$ cat src/rtl/acl2_init_sequencer.sv
// Power-up register-write sequencer for the ADXL362 (ACL2) accelerometer.
// Issues a fixed three-entry write table to an SPI master with timeout supervision.
module acl2_init_sequencer #(
    parameter logic [15:0] STARTUP_CYCLES = 16'd5000,
    parameter logic [15:0] GAP_CYCLES     = 16'd500,
    parameter logic [15:0] TIMEOUT_CYCLES = 16'd2000
) (
    input  logic       clk_sys,
    input  logic       reset_sys,
    input  logic       restart,
    output logic       cmd_valid,
    input  logic       cmd_ready,
    output logic [7:0] cmd_addr,
    output logic [7:0] cmd_data,
    input  logic       cmd_done,
    output logic       init_busy,
    output logic       init_done,
    output logic       init_error,
    output logic [1:0] step
);

    // A zero-length wait would make the terminal-count compare underflow, so 0 means 1.
    localparam logic [15:0] STARTUP_EFF = (STARTUP_CYCLES == 16'd0) ? 16'd1 : STARTUP_CYCLES;
    localparam logic [15:0] GAP_EFF     = (GAP_CYCLES == 16'd0)     ? 16'd1 : GAP_CYCLES;
    localparam logic [15:0] TIMEOUT_EFF = (TIMEOUT_CYCLES == 16'd0) ? 16'd1 : TIMEOUT_CYCLES;
    localparam logic [1:0]  LAST_STEP   = 2'd2;

    typedef enum logic [2:0] {
        WAIT_PWR,
        ISSUE,
        WAIT_DONE,
        GAP,
        DONE,
        ERROR
    } state_e;

    state_e      state_q, state_d;
    logic [1:0]  step_q, step_d;
    logic [15:0] cnt_q, cnt_d;
    logic [15:0] cnt_inc;

    assign cnt_inc = (cnt_q == 16'hFFFF) ? cnt_q : cnt_q + 16'd1;

    always_comb begin
        // NOTE: every variable gets a default first so no path leaves it unassigned (no latch).
        state_d = state_q;
        step_d  = step_q;
        cnt_d   = cnt_q;
        case (state_q)
            WAIT_PWR: begin
                if (cnt_q == STARTUP_EFF - 16'd1) begin
                    state_d = ISSUE;
                    cnt_d   = 16'd0;
                end else begin
                    cnt_d = cnt_inc;
                end
            end
            ISSUE: begin
                if (cmd_ready) begin
                    state_d = WAIT_DONE;
                    cnt_d   = 16'd0;
                end
            end
            WAIT_DONE: begin
                // cmd_done is tested first so it wins a tie with timeout expiry.
                if (cmd_done) begin
                    state_d = GAP;
                    cnt_d   = 16'd0;
                end else if (cnt_q == TIMEOUT_EFF - 16'd1) begin
                    state_d = ERROR;
                    cnt_d   = 16'd0;
                end else begin
                    cnt_d = cnt_inc;
                end
            end
            GAP: begin
                if (cnt_q == GAP_EFF - 16'd1) begin
                    cnt_d = 16'd0;
                    if (step_q < LAST_STEP) begin
                        step_d  = step_q + 2'd1;
                        state_d = ISSUE;
                    end else begin
                        state_d = DONE;
                    end
                end else begin
                    cnt_d = cnt_inc;
                end
            end
            DONE, ERROR: begin
                if (restart) begin
                    state_d = WAIT_PWR;
                    step_d  = 2'd0;
                    cnt_d   = 16'd0;
                end
            end
            default: begin
                state_d = WAIT_PWR;
                step_d  = 2'd0;
                cnt_d   = 16'd0;
            end
        endcase
    end

    always_ff @(posedge clk_sys) begin
        // NOTE: sequential state uses non-blocking assignments so all flops update together.
        if (reset_sys) begin
            state_q <= WAIT_PWR;
            step_q  <= 2'd0;
            cnt_q   <= 16'd0;
        end else begin
            state_q <= state_d;
            step_q  <= step_d;
            cnt_q   <= cnt_d;
        end
    end

    // Outputs are pure decodes of registered state, so they are glitch-free per cycle.
    always_comb begin
        cmd_valid = (state_q == ISSUE);
        cmd_addr  = 8'h00;
        cmd_data  = 8'h00;
        if (state_q == ISSUE) begin
            case (step_q)
                2'd0:    begin cmd_addr = 8'h1F; cmd_data = 8'h52; end
                2'd1:    begin cmd_addr = 8'h2C; cmd_data = 8'h13; end
                2'd2:    begin cmd_addr = 8'h2D; cmd_data = 8'h02; end
                default: begin cmd_addr = 8'h00; cmd_data = 8'h00; end
            endcase
        end
        init_busy  = (state_q == WAIT_PWR) || (state_q == ISSUE) ||
                     (state_q == WAIT_DONE) || (state_q == GAP);
        init_done  = (state_q == DONE);
        init_error = (state_q == ERROR);
        step       = step_q;
    end

endmodule

$ cat config.mk
export PLATFORM = sky130hd
export DESIGN_NAME = acl2_init_sequencer
export DESIGN_NICKNAME = d
export VERILOG_FILES = /design/src/rtl/acl2_init_sequencer.sv
export SDC_FILE = /design/constraint.sdc
export NUM_CORES = 1
export LEC_CHECK = 0
export ABC_AREA = 0
export BUFFER_PORTS_ARGS = -buffer_cell sky130_fd_sc_hd__buf_2
export CORE_AREA = 3 3 66 68
export CTS_CLUSTER_DIAMETER = 60
export DETAILED_ROUTE_END_ITERATION = 12
export DIE_AREA = 0 0 69 71
export PLACE_DENSITY = 0.57
export SETUP_SLACK_MARGIN = 0.02
export SLEW_MARGIN = 5
export SYNTH_ARGS = -nofsm -noshare
export SYNTH_HDL_FRONTEND = slang
export SYNTH_SLANG_ARGS = --single-unit
$ cat constraint.sdc
create_clock -name clk_sys -period 2.05 [get_ports clk_sys]
set_input_delay 0.41 -clock clk_sys [delete_from_list [all_inputs] [get_ports clk_sys]]
set_output_delay 0.41 -clock clk_sys [all_outputs]
set_load 0.03 [all_outputs]
==> out/metrics.cfg <==
[final_layout]
fillCellCount = 408
ff_latch_area_um2 = 425
final_cell_mix = buf_4 (34), buf_2 (20), dfxtp_1 (17), nand2_1 (16)
diodes = 0
final_common_cell = buf_4
multi_input_area_um2 = 1020
finalNetCount = 253
synthToLayoutAreaGrowth_pct = 27.1
final_layout_size_suffix_gt1_share_pct = 33.6

[setup_path]
slowest_stage = o32a_1
path_buf_inv = 1
crit_family = compound AO/OA/AOI/OAI gates
startpoint_type = flip-flop
cp-end-kind = flip-flop
reg2reg_to = state_q[2]
rr_worst_depth = 8
critPathArrivalTime_ns = 2.10
critPathKind = flip-flop to flip-flop
rrSetupSlack_ns = 0.15
slowest_delay_ns = 0.35
cp.required_ns = 2.25
path_cells = ha_1 > and4bb_2 > nand4_1 > a22oi_2 > buf_4 > nand2_2 > o32a_1 > nor2_1
r2r-start = cnt_q[0]
worstPathMaxFanout = 5

[die]
coreArea_um2 = 3910
num_rows = 23
dieWidth_um = 69
boundaryPins = 27
die_area_um2 = 4900
die_h_um = 71
floorplan.initialDensity_pct = 39.0

[routing]
routed_wl_mm = 3.88
wl_per_cell_um = 13.3
route.detailed.drc = 0
firstDrtPassIters = 4
via_per_inst = 5.38
antenna_left = 0
drt-initial-drc-count = 76
num_vias = 1567

[synthesis]
ys_types = 51
synth_edf_count = 0
synthFlopType = dfxtp_1
synth_area_um2 = 1530
syn_inst = 195
synth_warnings = 0
yosysSeqAreaShare_pct = 27.6
avgSynthCellArea_um2 = 7.82
async_flop_share_pct = 0
synth_seq_cells = 21

[clocking]
cts.reportedPaths.clkPinSlew_ns = 0.08
cts_max_path_buffers = 2
htree_levels = 1
postCtsHoldBufs = 0
cts_made_buffers = 3
clock_sinks = 21
insertion_delay_ns = 0.26
cts_tree = yes
cts_root_buf = clkbuf_8

[place]
dp_hpwl_mm = 2.98
place_congestion = 0.826
dp_slack_ns = -0.0827
port_buffers = 20

[power_and_ir_drop]
pwr-share-seq_pct = 53.7
power.density_nw_per_um2 = 409
pwr-share-clk_pct = 34.2
p_int_mw = 0.597
netSwitchingPower_mw = 0.195
comb_power_share_pct = 12.1
swShare_pct = 24.7
irDropWorstVdd_uv = 249
leakage_nw = 0.802

[timing]
finalClockSkew_ns = 0.00318
layout_min_cycle_time_ns = 1.90
period_share_pct = 92.6
timing.hold.ws_ns = 0.461
fmax_mhz = 527
setup_ws_ns = 0.153
hold_violations = 0
rsz0062_at_grt = no
final_max_slew_viol_count = 0
setup_viol = 0

[grt]
grt_usage_pct = 15.7
antenna_found_initial = 0
grt_max_degree = 18
grt_pass1_vias = 1442
grt_pass1_wl_mm = 6.46
overflow = 0

[min_path]
min_to = state_q[2]
hp-start = restart
min_path_type = primary input to flip-flop
worstHoldPathCells = 3

[outcome]
status = finished, final reports clean

[run]
drv_cap = 0

-- metrics by stage --
step / cell area [um2] / TNS, ns / std cells / util (%) / power (mW)
after floorplan: 1570 / 0 / 200 / - / 0.495
after global placement: 1840 / -0.0723 / 283 / 47.0 / 0.525
after detailed placement: 1840 / -0.258 / 283 / 47.0 / 0.525
after CTS: 1890 / 0 / 287 / 48.3 / 0.799
after global routing: 1940 / 0 / 291 / 49.5 / 0.827
final: 1940 / 0 / 291 / 49.5 / 0.792
-- timing repair --
| item | 4_1_cts | 5_1_grt |
|---|---|---|
| setup buffers | 0 | 4 |
| pin swaps | 0 | 2 |
| resized for setup | 2 | 7 |
| setup endpoints to repair | 8 | 13 |
-- synthesized netlist by cell type (all sizes together) (2+ instances only) --
library cell	n	area share (%)
nor3	10	3.3
nand2	18	4.6
nand2b	2	0.82
clkbuf	4	1.7
o31ai	2	0.98
nand3	8	3.4
nor2	13	3.2
nor3b	2	0.98
inv	9	2.2
or2	2	0.82
ha	6	4.9
a22oi	2	1.3
nor4b	2	2.0
and2	4	1.6
o21ai	11	3.6
a21oi	14	4.8
dfxtp	21	28
nor2b	2	0.82
a21o	2	1.1
o21a	3	1.5
nand4	9	3.7
a31oi	12	4.9
nor4	2	1.2
a22o	2	1.1
buf	13	6.1
and4	2	1.3
a41oi	2	1.1
and3	3	1.6
o21bai	2	0.98
-- power by group through the flow --
| stage | combinational (mW) | sequential [mW] | clock [mW] |
|---|---|---|---|
| floorplan | 0.0579 | 0.437 | 0 |
| global placement | 0.0898 | 0.435 | 0 |
| detailed placement | 0.0903 | 0.434 | 0 |
| CTS | 0.0912 | 0.425 | 0.283 |
| global route | 0.103 | 0.426 | 0.297 |
| finish | 0.0957 | 0.425 | 0.271 |
-- cells by family after synthesis --
logic type / count (synthesis) / share of synthesized area (%)
AOI/OAI and AO/OA: 58 / 25.0
adders and majority gates: 6 / 4.92
buffers and inverters: 26 / 10.0
DFF: 21 / 27.6
other: 1 / 0.246
and+or+nand+nor: 83 / 32.2
-- flip-flops by register name (all words and copies together) (netlist names) --
signal	cells
cnt_q	16
state_q	3
step	2
-- how the worst max path moves through the flow --
stage,from,to,cells after the start
detailed placement,cnt_q[0],cnt_q[3],8
CTS,cnt_q[0],state_q[2],8
finish,cnt_q[0],state_q[2],8
global route,cnt_q[1],state_q[2],8
floorplan,state_q[1],cmd_addr[4],4
global placement,cnt_q[0],cnt_q[3],8
-- layer usage --
layer | wire, um | GRT usage [%] | vias to the layer above
met2 | 1880 | 28.0 | 42
met1 | 1770 | 19.8 | 719
met3 | 192 | 1.99 | 5
li1 | - | - | 801
met5 | 0 | 0 | -
met4 | 40 | 4.77 | 0
-- worst min-delay path, stage by stage --
cell and delay [ns]:
buf_2 0.11, o32a_1 0.13, nor2_1 0.04
-- cell type report --
class,instances,area share (%)
multi-input cells,153,52.4
flip-flops and latches,21,21.9
inverters,9,1.74
well taps,50,3.23
clock buffers,4,2.32
repair buffers,54,18.3
No activity file was read; power rests on OpenSTA's default activity.
